## config.mk

```make
export PLATFORM = sky130hd
export DESIGN_NAME = instruction_encoder
export DESIGN_NICKNAME = d
export VERILOG_FILES = /design/src/rtl/izero_isa_pkg.sv /design/src/rtl/sync_fifo.sv /design/src/rtl/instruction_encoder.sv
export SDC_FILE = /design/constraint.sdc
export NUM_CORES = 1
export LEC_CHECK = 0
export ABC_AREA = 0
export CORE_UTILIZATION = 35
export DETAILED_ROUTE_END_ITERATION = 8
export PLACE_DENSITY = 0.53
export SLEW_MARGIN = 20
export SYNTH_ARGS = -nofsm -noshare
export SYNTH_HDL_FRONTEND = slang
export SYNTH_SLANG_ARGS = --single-unit
```

## constraint.sdc

```tcl
create_clock -name clk -period 9.3 [get_ports clk]
set_input_delay 1.86 -clock clk [delete_from_list [all_inputs] [get_ports clk]]
set_output_delay 1.86 -clock clk [all_outputs]
set_load 0.01 [all_outputs]
```

## src/rtl/izero_isa_pkg.sv

```systemverilog
// iZero ISA constants, instruction formats and field positions shared by the
// instruction encoder and the control-unit decoder.
package izero_isa_pkg;

   typedef enum logic [1:0] {
      FMT_R    = 2'd0,
      FMT_I    = 2'd1,
      FMT_J    = 2'd2,
      FMT_RSVD = 2'd3
   } fmt_e;

   localparam logic [5:0] OP_RTYPE    = 6'h00;
   localparam logic [5:0] OP_I_FIRST  = 6'h01;
   localparam logic [5:0] OP_I_LAST   = 6'h15;
   localparam logic [5:0] OP_J        = 6'h16;
   localparam logic [5:0] OP_JAL      = 6'h17;
   localparam logic [5:0] OP_JR       = 6'h18;
   localparam logic [5:0] OP_I2_FIRST = 6'h19;
   localparam logic [5:0] OP_I2_LAST  = 6'h1A;
   localparam logic [5:0] OP_I3_FIRST = 6'h1C;
   localparam logic [5:0] OP_I3_LAST  = 6'h20;
   localparam logic [5:0] FUNC_LAST   = 6'h12;

   localparam int OP_LSB = 26;
   localparam int RS_LSB = 21;
   localparam int RT_LSB = 16;
   localparam int RD_LSB = 11;

   // Opcode 0x1B and everything above 0x20 are holes in the I-type map.
   function automatic logic is_legal(fmt_e fmt, logic [5:0] op, logic [5:0] func);
      logic ok;
      ok = 1'b0;
      case (fmt)
         FMT_R:   ok = (op == OP_RTYPE) && (func <= FUNC_LAST);
         FMT_I:   ok = op inside {[OP_I_FIRST:OP_I_LAST], [OP_I2_FIRST:OP_I2_LAST],
                                  [OP_I3_FIRST:OP_I3_LAST]};
         FMT_J:   ok = op inside {OP_J, OP_JAL, OP_JR};
         default: ok = 1'b0;
      endcase
      return ok;
   endfunction

   function automatic logic [31:0] pack_word(fmt_e fmt, logic [5:0] op, logic [5:0] func,
                                             logic [4:0] rs, logic [4:0] rt, logic [4:0] rd,
                                             logic [15:0] imm, logic [25:0] target);
      logic [31:0] w;
      case (fmt)
         FMT_R:   w = (32'(OP_RTYPE) << OP_LSB) | (32'(rs) << RS_LSB) |
                      (32'(rt) << RT_LSB) | (32'(rd) << RD_LSB) | 32'(func);
         FMT_I:   w = (32'(op) << OP_LSB) | (32'(rs) << RS_LSB) |
                      (32'(rt) << RT_LSB) | 32'(imm);
         default: w = (32'(op) << OP_LSB) | 32'(target);
      endcase
      return w;
   endfunction

endpackage

```

## src/rtl/sync_fifo.sv

```systemverilog
// Single-clock FIFO with first-word-fall-through head and simultaneous push/pop,
// which is accepted even when full because the pop frees the slot.
module sync_fifo #(
   parameter int WIDTH = 32,
   parameter int DEPTH = 4
) (
   input  logic             clk,
   input  logic             rst,
   input  logic             push,
   input  logic [WIDTH-1:0] push_data,
   input  logic             pop,
   output logic [WIDTH-1:0] head,
   output logic             full,
   output logic             empty
);

   localparam int PW = $clog2(DEPTH);

   logic [WIDTH-1:0] mem [DEPTH];
   logic [PW-1:0]    wr_ptr;
   logic [PW-1:0]    rd_ptr;
   logic [PW:0]      count;
   logic             do_push;
   logic             do_pop;

   assign full    = (count == (PW+1)'(DEPTH));
   assign empty   = (count == '0);
   assign head    = mem[rd_ptr];
   assign do_pop  = pop && !empty;
   assign do_push = push && (!full || do_pop);

   always_ff @(posedge clk) begin
      if (do_push) mem[wr_ptr] <= push_data;
   end

   always_ff @(posedge clk) begin
      if (rst) begin
         wr_ptr <= '0;
         rd_ptr <= '0;
         count  <= '0;
      end else begin
         if (do_push) wr_ptr <= wr_ptr + 1'b1;
         if (do_pop)  rd_ptr <= rd_ptr + 1'b1;
         count <= count + (PW+1)'(do_push) - (PW+1)'(do_pop);
      end
   end

endmodule

```

## src/rtl/instruction_encoder.sv

```systemverilog
// Validates and packs field-level iZero instructions, buffers them and writes
// them into instruction memory from a programmable base address.
module instruction_encoder
   import izero_isa_pkg::*;
#(
   parameter int ADDR_W = 10,
   parameter int DEPTH  = 4
) (
   input  logic              clk,
   input  logic              rst,
   input  logic              start,
   input  logic [ADDR_W-1:0] base_addr,
   input  logic [ADDR_W-1:0] word_count,
   input  logic              in_valid,
   output logic              in_ready,
   input  logic [1:0]        in_fmt,
   input  logic [5:0]        in_op,
   input  logic [5:0]        in_func,
   input  logic [4:0]        in_rs,
   input  logic [4:0]        in_rt,
   input  logic [4:0]        in_rd,
   input  logic [15:0]       in_imm,
   input  logic [25:0]       in_target,
   input  logic              im_grant,
   output logic              im_write,
   output logic [ADDR_W-1:0] im_addr,
   output logic [31:0]       im_data,
   output logic              busy,
   output logic              done,
   output logic              err,
   output logic [7:0]        err_count
);

   typedef enum logic [1:0] {IDLE, RUN, DRAIN, FIN} state_e;

   state_e            state;
   logic [ADDR_W-1:0] accepted;
   logic [ADDR_W-1:0] target_count;
   logic [ADDR_W-1:0] next_addr;
   logic [31:0]       packed_word;
   logic [31:0]       fifo_head;
   logic              fifo_full;
   logic              fifo_empty;
   logic              fifo_push;
   logic              fifo_pop;
   logic              fire;
   logic              legal;

   assign in_ready    = (state == RUN) && !fifo_full && (accepted < target_count);
   assign fire        = in_valid && in_ready;
   assign legal       = is_legal(fmt_e'(in_fmt), in_op, in_func);
   assign packed_word = pack_word(fmt_e'(in_fmt), in_op, in_func, in_rs, in_rt, in_rd,
                                  in_imm, in_target);
   assign fifo_push   = fire && legal;
   assign fifo_pop    = !fifo_empty && im_grant;

   sync_fifo #(.WIDTH(32), .DEPTH(DEPTH)) u_fifo (
      .clk       (clk),
      .rst       (rst),
      .push      (fifo_push),
      .push_data (packed_word),
      .pop       (fifo_pop),
      .head      (fifo_head),
      .full      (fifo_full),
      .empty     (fifo_empty)
   );

   // Session FSM plus the registered IM write port; a pop this cycle becomes
   // the write presented next cycle, so DRAIN only needs to wait for empty.
   always_ff @(posedge clk) begin
      if (rst) begin
         state        <= IDLE;
         accepted     <= '0;
         target_count <= '0;
         next_addr    <= '0;
         im_write     <= 1'b0;
         im_addr      <= '0;
         im_data      <= '0;
         busy         <= 1'b0;
         done         <= 1'b0;
         err          <= 1'b0;
         err_count    <= '0;
      end else begin
         im_write <= fifo_pop;
         done     <= 1'b0;
         if (fifo_pop) begin
            im_addr   <= next_addr;
            im_data   <= fifo_head;
            next_addr <= next_addr + 1'b1;
         end
         case (state)
            IDLE: begin
               if (start) begin
                  next_addr    <= base_addr;
                  target_count <= word_count;
                  accepted     <= '0;
                  err          <= 1'b0;
                  err_count    <= '0;
                  if (word_count == '0) begin
                     state <= FIN;
                     done  <= 1'b1;
                  end else begin
                     state <= RUN;
                     busy  <= 1'b1;
                  end
               end
            end
            RUN: begin
               if (fire) begin
                  if (legal) begin
                     accepted <= accepted + 1'b1;
                     if (accepted + ADDR_W'(1) == target_count) state <= DRAIN;
                  end else begin
                     err <= 1'b1;
                     if (err_count != 8'hFF) err_count <= err_count + 8'd1;
                  end
               end
            end
            DRAIN: begin
               if (fifo_empty) begin
                  state <= FIN;
                  busy  <= 1'b0;
                  done  <= 1'b1;
               end
            end
            FIN: state <= IDLE;
            default: state <= IDLE;
         endcase
      end
   end

endmodule

```

==> flow_summary.toml <==
[sta]
setup_slack_ns = 3.85
max_freq_mhz = 184
finalSetupViolations = 0
fin_skew_ns = 0.0179
post-route-min-period_ns = 5.45
rsz0062_at_grt = "false"
worst_pin_slew_ns = 1.08
maxSlewHeadroom_pct = 28.2
slew_viol_final = 0
finalCritPeriodShare_pct = 58.6
fin_setup_tns_ns = 0
final_hold_viol_count = 0

[logic_synthesis]
synth.cell_area_sq_um = 9780
synth_compound_area_share_pct = 10.2
ys_ff_latch = 221
synthMuxAreaShare_pct = 10.0
async_flop_share_pct = 0
synthCells = 840
synthTopCellsByArea = "edfxtp_1 (39%), dfxtp_1 (19%), mux4_2 (7.4%)"
synth_edf_count = 128
synth-simple-area-share_pct = 13.3
ys_types = 64
syn_nets = 959
yosys.area.top_type_share_pct = 39.3
ys.flop_type = "edfxtp_1"
yosysSeqAreaShare_pct = 58.3
synth_xor_area_share_pct = 1.97
syn_avg_cell_area_sq_um = 11.6
yosys.area_share.adder_pct = 3.02
ys_warn_count = 0
synth_top_family_by_area = "simple AND/OR/NAND/NOR gates"
synth_top_cell_by_area = "edfxtp_1"

[clocking]
cts_hold_buf = 0
clk_latency_ns = 0.52
tritoncts = "done"
post_cts_buffers = 0
cts_resized = 0
clock-sinks = 221
clockBufferDepth = 3
cts_root_buffer = "clkbuf_16"
cts_buffers = 24
htreeDepth = 1
path_clk_slew_ns = 0.06

[power]
p_leak_uw = 0.00416
peakVddDrop_uv = 146
power_uw = 2810
power_density_nw_per_um2 = 226

[worst_setup_path]
path_cells = "clkdlybuf4s50_1, nor2b_1, o211a_1, mux2_4, a41oi_4, nand2b_4, clkinv_1, ha_1, fa_1, xnor2_1, xnor2_1, nor2_1"
crit_fanout = 17
slowest_delay_ns = 0.84
rr_worst_depth = 10
critPathCaptureType = "register"
crit_family = "buffers and inverters"
cpMostUsedCell = "xnor2_1"
reg2reg_to = "u_fifo.mem[1][3]$_DFFE_PP_"
cp.required_ns = 9.66
crit_path_top_delay_cell = "clkdlybuf4s50_1"
start_kind = "primary input"
r2r-start = "state[1]$_SDFFE_PP0P_"
critPathArrivalTime_ns = 5.81
worstSetupPathType = "primary input to register"
r2r_setup_slack_ns = 5.06
cp_num_buf_inv = 2

[floorplan]
die_y_um = 169
dieWidth_um = 169
start_util_pct = 36.0
core_area_sq_um = 27200
row_count = 60
design.portCount = 151
dieArea_sq_um = 28600

[global_route]
grt_usage_pct = 16.1
antenna_found_initial = 0
grt_pass1_wl_um = 36200
grt_max_degree = 98
grt_pass1_vias = 6626
gr-total-overflow = 0

[hold_path]
hold_end = "im_data[11]$_SDFFE_PP0P_"
hp-class = "register to register"
holdCritStartpoint = "im_data[11]$_SDFFE_PP0P_"
hold_depth = 2

[cells_and_area]
n_antenna_cell = 0
final_cell_mix = "nand2_1 (153), clkdlybuf4s50_1 (149), edfxtp_1 (128), dfxtp_1 (92), a21oi_1 (73)"
final_common_cell = "nand2_1"
fillerInstances = 2554
final_area_sq_um = 12400
synthToLayoutAreaGrowth_pct = 27.1
fin_nets = 1097
drive_gt1_share_pct = 10.5

[route]
viasPerCell = 4.95
remaining_drc_errors = 0
dr.pass1.iters = 4
drt_iter0_markers = 484
wl_per_cell_um = 16.5
drt.antenna.violating_nets = 0
vias = 6769
wl_um = 22600

[placed_design]
port_buffers = 150
hpwl_um = 15000
gp_congestion = 0.778
place_area_sq_um = 11600
pre_cts_ws_ns = 3.31

[outcome]
status = "completed"

[run]
drv_cap = 0
layer usage:
layer  GRT usage [%]  part of all wire, %  up-vias
met1            22.5                   48     3222
met2            25.7                   45      173
met4            4.19                  1.6        0
met5               0                    0        -
li1                -                    -     3349
met3            2.71                  4.9       25
tightest hold or removal path, delay by kind of cell (launching register included):
family          cells  cell delay [ns]
flops               1             0.31
compound gates      1             0.05
simple gates        1             0.05
worst max-delay path by stage:
stage,startpoint,end,slack [ns],cells past startpoint
after floorplan,in_fmt[0],u_fifo.mem[0][0]$_DFFE_PP_,4.71,9
after detailed placement,in_fmt[0],u_fifo.mem[1][26]$_DFFE_PP_,3.31,9
after global routing,in_fmt[0],u_fifo.count[2]$_SDFF_PP0_,3.55,12
after global placement,in_fmt[0],u_fifo.count[2]$_SDFF_PP0_,3.35,12
after CTS,in_fmt[0],u_fifo.mem[1][30]$_DFFE_PP_,3.84,9
final,in_fmt[0],u_fifo.count[2]$_SDFF_PP0_,3.85,12
metrics by stage:
step / hold WS, ns / cells / util, %
3_3_place_gp: 0.442 / 1324 / 42.8
3_5_place_dp: 0.447 / 1324 / 42.8
4_1_cts: 0.455 / 1368 / 45.8
6_report: 0.453 / 1368 / 45.8
5_1_grt: 0.468 / 1368 / 45.8
2_1_floorplan: 0.440 / 840 / -
flip-flops by register name, indices dropped and copies added, names as in the netlist:
| name | count |
|---|---|
| im_data | 32 |
| target_count | 10 |
| u_fifo.rd_ptr | 2 |
| u_fifo.count | 3 |
| state | 2 |
| done | 1 |
| err_count | 8 |
| err | 1 |
| u_fifo.wr_ptr | 2 |
| im_addr | 10 |
| u_fifo.mem | 128 |
| accepted | 10 |
| busy | 1 |
| next_addr | 10 |
| im_write | 1 |
cells in the mapped netlist (3+ instances only):
cell type	count
nand2_1	154
nor2b_1	9
nand3b_1	4
a21oi_1	73
o21ai_0	24
nor3_1	6
ha_1	22
and2_1	5
or3_1	7
xnor2_1	12
a22o_1	5
or4_1	10
inv_1	30
dfxtp_1	93
a22oi_1	3
a21o_1	3
mux2_2	10
edfxtp_1	128
nand2b_1	6
nand4_1	13
buf_1	3
clkbuf_1	43
mux2i_1	12
xor2_1	10
a31oi_1	7
and3_1	3
o211ai_1	8
nor2_1	37
a211oi_1	12
nand3_1	16
mux4_2	32
layout make-up:
class / instances / area (sq um) / share of cell area (%)
Inverter: 31 / 116 / 0.936
Multi-Input combinational cell: 539 / 3760 / 30.3
Sequential cell: 221 / 5710 / 45.9
Clock buffer: 33 / 684 / 5.50
Clock inverter: 11 / 114 / 0.916
Timing Repair Buffer: 161 / 1580 / 12.7
Tap cell: 372 / 465 / 3.74
logic make-up after synthesis:
| family | count (synthesis) |
|---|---|
| AND/OR/NAND/NOR | 281 |
| adder cells (fa/ha/maj) | 23 |
| AO/OA/AOI/OAI | 157 |
| XOR/XNOR | 22 |
| multiplexers | 56 |
| buffers and inverters | 80 |
| flip-flops | 221 |
power breakdown:
part           switching (uW)  leakage, uW  internal (uW)
registers                56.0      0.00191           1120
logic                     374      0.00184            312
clock network             378     0.000398            570
total                     807      0.00416           2000
Note: power is estimated with default switching activity, not from simulation.
==> edit 1: new RTL, config.mk and constraints unchanged <==
Set the parameter `ADDR_W` to 11 (it was 10).
--- a/src/rtl/instruction_encoder.sv
+++ b/src/rtl/instruction_encoder.sv
@@ -5,3 +5,3 @@
 #(
-   parameter int ADDR_W = 10,
+   parameter int ADDR_W = 11,
    parameter int DEPTH  = 4
Ports: changed (resized base_addr, im_addr and word_count); port bits go from 151 to 154. No check against the original RTL was run, so the function may have changed too.
==> edit 1 against the original RTL <==
Sequential cell count increased by 4; first-iteration DRC count decreased by 10%; design area increased by 3.6%; power increased by 5.4%; worst setup slack improved by 530 ps; sequential power increased by 4%; routed wire length increased by 7.8%; area after synthesis increased by 4.1%; maximum frequency increased by 11%; via count increased by 7.0%; critical endpoint unchanged; largest power group unchanged.
==> edit 1: results (changes against the original RTL) <==
| Metric | Value |
|---|---|
| Final setup fails | 0 (unchanged) |
| Num CTS Buffers | 26 (+8.3%) |
| Post-synthesis sequential area ratio | 56.78% (-1.5 points) |
| DP Area | 12070 um^2 (+3.8%) |
| Syn Nets | 1018 (+6.2%) |
| Placer congestion estimate | 0.7891 (+1.5%) |
| Arrival time of the worst setup path | 5310 ps (-500 ps) |
| Worst Tran Pin Value | 1039 ps (-37.47 ps) |
| Reg clk slew, reported paths | 60 ps (about the same) |
| Initial drt markers | 434 (-10%) |
| Post-CTS setup repair buffer count | 0 (unchanged) |
| Layout fillers | 2694 (+5.5%) |
| Share of layout cells above drive strength 1 | 9.972% (-0.57 points) |
| Slowest cell delay on critical path | 1010 ps (+170 ps) |
| Synth area leaders | edfxtp_1, dfxtp_1, mux4_2 |
| Synth cell count leaders | nand2_1, edfxtp_1, dfxtp_1 |
| DR vias/cell | 5.040 (+1.9%) |
| Clock Tree Root | clkbuf_16 |
| Post-synth cell types | 68 (+6.3%) |
| IO Port Bufs | 153 (+2.0%) |
| Peak VDD IR | 0.1119 mV (-23%) |
| Largest net degree at the start of global routing | 58 (-41%) |
| Status | finished, final reports clean |
| Ys async rst share | 0% (unchanged) |
| All-Layer GR Usage | 16.64% (+0.58 points) |
| First-pass GRT wire length | 39980 um (+10%) |
| Vias in the first global route | 7217 (+8.9%) |
| Detailed Route WL | 24390 um (+7.8%) |
| CP max FO | 26 (+9) |
| Ant. Diodes | 0 (unchanged) |
| Leakage | 4.292 nW (+3.3%) |
| Layout Skew | 13.71 ps (-4.226 ps) |
| Dpl hpwl | 16000 um (+6.4%) |
| Number of synthesis warnings | 0 (unchanged) |
| Critical-path top delay cell | clkdlybuf4s50_1 |
| Final #Nets | 1155 (+5.3%) |
-- edit 1: path summary, 6_finish.rpt --
path / start / endpoint / slack (ps) / cells after the start
min reg2reg: im_addr[8]$_SDFFE_PP0P_ / im_addr[8]$_SDFFE_PP0P_ / 450 / 2
min: im_addr[8]$_SDFFE_PP0P_ / im_addr[8]$_SDFFE_PP0P_ / 450 / 2
max reg2reg: accepted[4]$_SDFFE_PP0P_ / u_fifo.count[2]$_SDFF_PP0_ / 5880 / 13
max: in_fmt[0] / u_fifo.count[2]$_SDFF_PP0_ / 4380 / 13
-- edit 1: area by class of cell --
class / instances / area [um^2] / share of cell area (%)
Tap cell: 384 / 480.5 / 3.731
Clock buffer: 38 / 726.9 / 5.645
Sequential cell: 225 / 5787 / 44.93
Inverter: 27 / 101.3 / 0.7869
Clock inverter: 10 / 78.83 / 0.6121
Timing Repair Buffer: 166 / 1622 / 12.59
Multi-Input combinational cell: 587 / 4083 / 31.70
-- edit 1: tightest hold or removal path, cell delays in order, from the launching register on --
cell and delay (ps):
dfxtp_1 310, nand2_1 50, a21oi_1 50
-- edit 1: cell families (layout without fill, tap and decap cells) --
kind of cell,count (synthesis),after routing,share of synthesized area [%]
adders and majority gates,24,24,3.021
xor gates and xnor gates,24,24,2.063
buffers and inverters,84,241,3.180
and+or+nand+nor,313,313,14.21
AOI/OAI and AO/OA,167,167,10.89
muxes,59,59,9.860
DFF,225,225,56.78
-- edit 1: metrics by stage --
| stage | worst slack (ps) | util, % | cells | power, mW |
|---|---|---|---|---|
| floorplan | 4835 | - | 896 | 1.728 |
| global placement | 3837 | 42.06 | 1389 | 2.030 |
| detailed placement | 3790 | 42.06 | 1389 | 2.035 |
| CTS | 4322 | 44.87 | 1437 | 3.003 |
| global route | 4142 | 44.87 | 1437 | 3.135 |
| finish | 4379 | 44.87 | 1437 | 2.956 |
-- edit 1: power breakdown --
group | switching, mW | total, mW | leakage (nW) | internal (mW)
clock network | 0.390 | 0.959 | 0.393 | 0.569
registers | 0.0774 | 1.22 | 1.95 | 1.14
logic | 0.429 | 0.779 | 1.95 | 0.350
total | 0.896 | 2.96 | 4.29 | 2.06
-- edit 1: layer usage --
metal	wire length, um	vias to the layer above	track usage [%]
li1	-	3555	-
met4	423	0	4.241
met5	0	-	0
met1	11720	3490	23.05
met2	11160	170	26.97
met3	1084	27	2.880
==> edit 2: new RTL, config.mk and constraints unchanged <==
Made on the original files. Put one more register stage on the output `err_count`, cleared by the reset. The value now appears one clock later. The other outputs are not delayed to match.
--- a/src/rtl/instruction_encoder.sv
+++ b/src/rtl/instruction_encoder.sv
@@ -34,2 +34,4 @@
    typedef enum logic [1:0] {IDLE, RUN, DRAIN, FIN} state_e;
+
+   logic [7:0] err_count_s0;
 
@@ -81,3 +83,3 @@
          err          <= 1'b0;
-         err_count    <= '0;
+         err_count_s0 <= '0;
       end else begin
@@ -97,3 +99,3 @@
                   err          <= 1'b0;
-                  err_count    <= '0;
+                  err_count_s0 <= '0;
                   if (word_count == '0) begin
@@ -114,3 +116,3 @@
                      err <= 1'b1;
-                     if (err_count != 8'hFF) err_count <= err_count + 8'd1;
+                     if (err_count_s0 != 8'hFF) err_count_s0 <= err_count_s0 + 8'd1;
                   end
@@ -131,2 +133,10 @@
 
+   always_ff @(posedge clk) begin
+      if (rst) begin
+         err_count <= '0;
+      end else begin
+         err_count <= err_count_s0;
+      end
+   end
+
 endmodule
Check against the original RTL: not equivalent (a bounded check fails within 4 cycles, from zero or initial values and one cycle with rst high).
==> edit 2 against the original RTL <==
Utilization increased by 0.24 points; power increased by 3.7%; critical path type unchanged; maximum frequency increased by 1.0%; worst setup slack improved by 54 ps; area after synthesis increased by 0.32%; routed wire length decreased by 4.6%; sequential cell count increased by 8; design area increased by 0.79%; combinational power decreased by 6.3%.
==> edit 2: results (changes against the original RTL) <==
| Metric | Value |
|---|---|
| Status | finished, final reports clean |
| Leakage | 4.281 nW (+3.0%) |
| Peak VDD IR | 0.1511 mV (+3.4%) |
| Reg2reg setup slack | 5760 ps (+700 ps) |
| Initial drt markers | 323 (-33%) |
| R2R Path End | u_fifo.mem[0][16]$_DFFE_PP_ |
| Global routing usage on met2 | 25.48% (-0.23 points) |
| Slowest cell delay on critical path | 930 ps (+90 ps) |
| Post-Synth XOR/XNOR Area | 2.766% (+0.80 points) |
| Final #Nets | 1083 (-1.3%) |
| Share of layout cells above drive strength 1 | 10.48% (-0.064 points) |
| Adder-Cell Fraction of Synth Area | 3.110% (+0.092 points) |
| Vias in the first global route | 6511 (-1.7%) |
| Hold Startpoint | im_data[4]$_SDFFE_PP0P_ |
| Post-synthesis sequential area ratio | 59.76% (+1.4 points) |
| Num CTS Buffers | 26 (+8.3%) |
| First-pass GRT wire length | 34940 um (-3.6%) |
| R2R depth | 6 (-4) |
| Post-synth cell types | 53 (-17%) |
| R2r startpoint | accepted[4]$_SDFFE_PP0P_ |
| Detailed Route WL | 21570 um (-4.6%) |
| Routing usage on met3 | 3.055% (+0.35 points) |
| Kind of critical path | primary input to flip-flop |
| Routed length on met2 | 9978 um (-2.0%) |
| Sw Share | 27.81% (-0.97 points) |
| DR vias/cell | 4.819 (-2.6%) |
| Worst Tran Pin Value | 999.9 ps (-76.39 ps) |
| Largest net degree at the start of global routing | 88 (-10%) |
| CP max FO | 32 (+15) |
| Synth area leaders | edfxtp_1, dfxtp_1, mux4_2 |
| Syn Nets | 948 (-1.1%) |
| Dpl hpwl | 13920 um (-7.4%) |
| WHS Endpoint | im_data[4]$_SDFFE_PP0P_ |
| P_comb | 0.642 mW (-6.3%) |
| Drt pass-1 iters | 5 (+1) |
| Clk pwr share | 36.1% (+2.3 points) |
| Post-synthesis compound-gate area fraction | 8.082% (-2.1 points) |
| Synth cell count leaders | nand2_1, edfxtp_1, dfxtp_1 |
| Layout Skew | 23.80 ps (+5.872 ps) |
| DR WL met3 | 977 um (-12%) |
| Top Metal Used | met4 |
| Met1 Usage GRT | 21.19% (-1.3 points) |
| Worst path top cell family by delay | simple AND/OR/NAND/NOR gates |
| Post-synthesis mux area share | 10.35% (+0.34 points) |
| Antenna violations before repair | 0 (unchanged) |
| Arrival time of the worst setup path | 5540 ps (-270 ps) |
| Worst-Skew Late Latency | 540 ps (+20 ps) |
| All-Layer GR Usage | 15.47% (-0.59 points) |
| Met1 wire length | 10260 um (-6.4%) |
| Placer congestion estimate | 0.7469 (-3.9%) |
-- edit 2: cell count changes after synthesis, sizes merged, moves of 7 or more --
cell    delta
nor2b     +12
nand2     -11
a21oi      -9
dfxtp      +8
nor2       +8
o211ai     -7
or4        -7
-- edit 2: metrics by stage --
| stage | std cells | setup slack (ps) | area, um^2 | util, % | hold slack (ps) |
|---|---|---|---|---|---|
| after floorplan | 829 | 4677 | 9816 | - | 440.0 |
| after global placement | 1308 | 3370 | 11640 | 42.70 | 444.2 |
| after detailed placement | 1308 | 3276 | 11640 | 42.70 | 447.3 |
| after CTS | 1355 | 3845 | 12530 | 45.99 | 455.8 |
| after global routing | 1355 | 3596 | 12530 | 45.99 | 469.3 |
| final | 1355 | 3906 | 12530 | 45.99 | 453.1 |
-- edit 2: final cells by class --
type                    instances  area, um^2
fillers                      2554       14720
flip-flops and latches        229        5868
multi-input cells             526        3677
repair buffers                155        1529
clock buffers                  33       696.9
well taps                     372       465.4
clock inverters                14       197.7
inverters                      26       97.59
